### src/rtl/uart_receive.sv
// Serial receiver for the UART transmitter's tx line: synchronises rx, samples each bit
// at mid-bit, and hands the word downstream through a one-deep valid/ready register.
module uart_receive #(
    parameter int d_width      = 6,
    parameter int c_width      = 4,
    parameter int clks_per_bit = 1,
    parameter int t_width      = 8
) (
    input  logic               clk,
    input  logic               rst,
    input  logic               rx,
    output logic [d_width-1:0] rx_data,
    output logic               rx_valid,
    input  logic               rx_ready,
    output logic               rx_busy,
    output logic               rx_frame_err,
    output logic               rx_overrun
);

    typedef enum logic [2:0] {
        IDLE  = 3'd0,
        START = 3'd1,
        DATA  = 3'd2,
        STOP  = 3'd3,
        BREAK = 3'd4
    } state_t;

    localparam logic [t_width-1:0] T_BIT  = t_width'(clks_per_bit);
    localparam logic [t_width-1:0] T_HALF = t_width'(clks_per_bit / 2);
    localparam logic [t_width-1:0] T_ONE  = {{(t_width-1){1'b0}}, 1'b1};
    localparam logic [c_width-1:0] C_LAST = c_width'(d_width - 1);
    localparam logic [c_width-1:0] C_ONE  = {{(c_width-1){1'b0}}, 1'b1};
    localparam logic [c_width-1:0] C_ZERO = {c_width{1'b0}};
    localparam bit                 CPB_ONE = (clks_per_bit == 1);

    state_t             state_q, state_d;
    logic               sync1_q, sync2_q;
    logic [t_width-1:0] timer_q, timer_d;
    logic [c_width-1:0] cnt_q, cnt_d;
    logic [d_width-1:0] shift_q, shift_d;
    logic [d_width-1:0] data_q, data_d;
    logic               valid_q, valid_d;
    logic               busy_q, busy_d;
    logic               ferr_q, ferr_d;
    logic               ovr_q, ovr_d;
    logic               rx_s;
    logic               sample_s;

    assign rx_s         = sync2_q;
    assign rx_data      = data_q;
    assign rx_valid     = valid_q;
    assign rx_busy      = busy_q;
    assign rx_frame_err = ferr_q;
    assign rx_overrun   = ovr_q;

    // Next-state logic; the timer holds cycles elapsed since the last sample point.
    always_comb begin
        state_d  = state_q;
        timer_d  = timer_q + T_ONE;
        cnt_d    = cnt_q;
        shift_d  = shift_q;
        data_d   = data_q;
        valid_d  = valid_q & ~rx_ready;
        ferr_d   = 1'b0;
        ovr_d    = 1'b0;
        sample_s = (timer_q == T_BIT);
        case (state_q)
            IDLE: begin
                timer_d = T_ONE;
                cnt_d   = C_ZERO;
                if (!rx_s) begin
                    // With one clock per bit the detection cycle is already the start sample.
                    state_d = CPB_ONE ? DATA : START;
                end else begin
                    state_d = IDLE;
                end
            end
            START: begin
                if (timer_q == T_HALF) begin
                    timer_d = T_ONE;
                    state_d = rx_s ? IDLE : DATA;
                end else begin
                    state_d = START;
                end
            end
            DATA: begin
                if (sample_s) begin
                    timer_d = T_ONE;
                    shift_d = {rx_s, shift_q[d_width-1:1]};
                    if (cnt_q == C_LAST) begin
                        cnt_d   = C_ZERO;
                        state_d = STOP;
                    end else begin
                        cnt_d   = cnt_q + C_ONE;
                    end
                end else begin
                    state_d = DATA;
                end
            end
            STOP: begin
                if (sample_s) begin
                    if (rx_s) begin
                        state_d = IDLE;
                        // A handshake in the same cycle frees the register, so the load wins.
                        if (valid_q && !rx_ready) begin
                            ovr_d = 1'b1;
                        end else begin
                            data_d  = shift_q;
                            valid_d = 1'b1;
                        end
                    end else begin
                        ferr_d  = 1'b1;
                        state_d = BREAK;
                    end
                end else begin
                    state_d = STOP;
                end
            end
            BREAK: begin
                if (rx_s) begin
                    state_d = IDLE;
                end else begin
                    state_d = BREAK;
                end
            end
            default: begin
                state_d = IDLE;
            end
        endcase
        busy_d = (state_d != IDLE);
    end

    // State, synchroniser and registered outputs.
    always_ff @(posedge clk or negedge rst) begin
        if (!rst) begin
            state_q <= IDLE;
            sync1_q <= 1'b1;
            sync2_q <= 1'b1;
            timer_q <= {t_width{1'b0}};
            cnt_q   <= C_ZERO;
            shift_q <= {d_width{1'b0}};
            data_q  <= {d_width{1'b0}};
            valid_q <= 1'b0;
            busy_q  <= 1'b0;
            ferr_q  <= 1'b0;
            ovr_q   <= 1'b0;
        end else begin
            state_q <= state_d;
            sync1_q <= rx;
            sync2_q <= sync1_q;
            timer_q <= timer_d;
            cnt_q   <= cnt_d;
            shift_q <= shift_d;
            data_q  <= data_d;
            valid_q <= valid_d;
            busy_q  <= busy_d;
            ferr_q  <= ferr_d;
            ovr_q   <= ovr_d;
        end
    end

endmodule

### config.mk
export PLATFORM = sky130hd
export DESIGN_NAME = uart_receive
export DESIGN_NICKNAME = d
export VERILOG_FILES = /design/src/rtl/uart_receive.sv
export SDC_FILE = /design/constraint.sdc
export NUM_CORES = 1
export LEC_CHECK = 0
export BUFFER_PORTS_ARGS = -buffer_cell sky130_fd_sc_hd__buf_2
export CAP_MARGIN = 20
export CELL_PAD_IN_SITES_DETAIL_PLACEMENT = 1
export CELL_PAD_IN_SITES_GLOBAL_PLACEMENT = 1
export CORE_ASPECT_RATIO = 1.4
export CORE_MARGIN = 2
export CORE_UTILIZATION = 32
export CTS_BUF_LIST = sky130_fd_sc_hd__clkbuf_8
export DETAILED_ROUTE_END_ITERATION = 7
export PLACE_DENSITY_LB_ADDON = 0.08
export SLEW_MARGIN = 20
export SYNTH_ARGS = -nofsm -noshare
export SYNTH_HDL_FRONTEND = slang
export SYNTH_SLANG_ARGS = --single-unit
### constraint.sdc
create_clock -name clk -period 1.9 [get_ports clk]
set_clock_uncertainty 0.1 [all_clocks]
set_input_delay 0.38 -clock clk [delete_from_list [all_inputs] [get_ports clk]]
set_output_delay 0.38 -clock clk [all_outputs]
set_load 0.02 [all_outputs]
==> metrics.csv <==
metric,value,unit
outcome,"complete, no violations",
grt_max_degree,34,
fin_area,0.00184,mm²
io-pin-count,14,
htree_levels,2,
syn_nets,140,
clkTransAtPathRegs,0.07,ns
layoutNonFillerInstCount,221,
dp.cells,212,
drive_above_1_share,0.308,
first_pass_iters,2,
synth_edf_count,0,
drc,0,
slowest_stage,dfrtp_2,
max_freq,0.551,GHz
antenna_found_initial,0,
cts_buffers,5,
setup_viol,0,
ir_drop,0.000860,V
grt_pass1_wl,5510,µm
postPlaceCellArea,0.00172,mm²
path_max_fanout,8,
rr_worst_depth,5,
min_path_type,in -> async,
rsz0062_at_grt,no,
cts_tree,built,
antennaDiodeCount,0,
die_y,85.8,µm
ys.flop_type,dfrtp_1,
nets,167,
area.sequential,830,µm²
synth-async-reset-ratio,1.00,
gp_congestion,0.750,
period_share,0.955,
vias,1038,
dp_hpwl,2380,µm
port_buffers,13,
multi_input_area,668,µm²
insertion_delay,0.28,ns
fin_crit,1.81,ns
die_area,0.00536,mm²
crit_chain,nor4_4 > and3_1 > buf_4 > nand4_4 > mux2_4,
tightest_slew,0.424,ns
syn_to_final_growth,20.4,%
wl_per_cell,14.0,µm
slew_headroom,0.717,
final_cell_mix,"30 x dfrtp_1, 13 x nor2_1, 13 x buf_2, 12 x mux2_2",
cts-root-buf,clkbuf_8,
n_fill_cell,519,
end_kind,flip-flop,
slew_viol_final,0,
final-hold-violation-count,0,
syn-cell-area,0.00153,mm²
vias_per_cell,4.70,
critPathMaxStageDelay,0.45,ns
path_class,reg -> reg,
p_per_area,1650,mW/mm²
yosys_warnings,0,
rows,29,
drt-initial-drc-count,39,
crit_arrival,1.88,ns
die-width,62.4,µm
synth_cell_types,33,
initial_core_util,0.335,
syn_avg_cell_area,11.7,µm²
core,0.00457,mm²
clock_sinks,33,
track_usage,0.132,
cp_data_required_time,1.97,ns
syn_inst,131,
first_global_vias,1135,
maxCapViolCount,0,
clk_path_buf_depth,2,
grt-ovfl-total,0,
seq_area_frac_synth,0.541,
start_kind,flip-flop,
p_leak,0.883,nW
layout_commonest_cell,dfrtp_1,
setup_tns,0,ns
drtAntennaViolNets,0,
wl,3090,µm
ys_seq_elements,33,
## cell usage after synthesis, drive strengths merged (3+ instances only)
cell	n	area (µm²)
nor2	13	48.8
nand3	10	62.6
xor2	5	43.8
and3	3	18.8
dfrtp	31	776
nand2	8	30.0
inv	5	18.8
nor2b	6	37.5
a21oi	6	30.0
ha	5	62.6
mux2	13	150
## cell type report
cell class              instances  area share
inverters                       5      0.0102
clock buffers                   6      0.0448
well taps                      62      0.0421
flip-flops and latches         33       0.450
clock inverters                 2      0.0183
multi-input cells              91       0.363
repair buffers                 22      0.0720
## final timing paths
kind                            start          to  slack, ns
max                        timer_q[2]  rx_data[4]       0.09
min                               rst    cnt_q[3]       0.02
max reg2reg                timer_q[2]  rx_data[4]       0.09
min reg2reg                   sync1_q        rx_s       0.26
max in group asynchronous         rst     sync1_q       1.34
min in group clk                   rx     sync1_q       0.10
## worst max-delay path: cells and delay by family (launching register included)
kind / cells / cell delay, ns
and+or+nand+nor: 3 / 0.65
muxes: 1 / 0.33
buffers and inverters: 1 / 0.18
DFF: 1 / 0.45
## flip-flops by register name (all words and copies together), names as in the netlist
name,flops
cnt_q,4
rx_busy,1
rx_data,6
rx_frame_err,1
rx_overrun,1
rx_s,1
rx_valid,1
shift_q,6
state_q,3
sync1_q,1
timer_q,8
## stage by stage
step                      utilization  hold WS (ns)  worst slack (ns)  power, W
after floorplan                     -       -0.0156             0.125   0.00199
after global placement          0.376         0.247            0.0871   0.00235
after detailed placement        0.376         0.252            0.0391   0.00241
after CTS                       0.401        0.0353            0.0280   0.00309
after global routing            0.403        0.0462           0.00420   0.00329
final                           0.403        0.0163            0.0853   0.00304
## layer usage
metal / track usage / share of wire / up-vias
met1: 0.142 / 0.39 / 516
met3: 0.0407 / 0.034 / 5
met5: 0 / 0 / -
met2: 0.246 / 0.57 / 15
li1: - / - / 502
met4: 0.0424 / 0.012 / 0
## power breakdown
group	internal (W)	total [W]	switching [W]
Clock	0.000422	0.000665	0.000243
Sequential	0.000943	0.00114	0.000195
Combinational	0.000608	0.00124	0.000632
Total	0.00197	0.00304	0.00107
## repair_timing
item	4_1_cts	5_1_grt
resized for setup	0	1
setup endpoints to repair	0	6
hold buffers	0	0
buffers inserted	0	1
## kinds of logic (layout without fill, tap and decap cells)
family                   after synthesis  after routing  synth area share
AND/OR/NAND/NOR                       48             48             0.180
flip-flops                            33             33             0.541
AO/OA/AOI/OAI                         19             19            0.0834
multiplexers                          13             13            0.0981
buffers and inverters                  7             35            0.0221
XOR/XNOR                               6              6            0.0343
adder cells (fa/ha/maj)                5              5            0.0409
No activity file was read; power rests on OpenSTA's default activity.
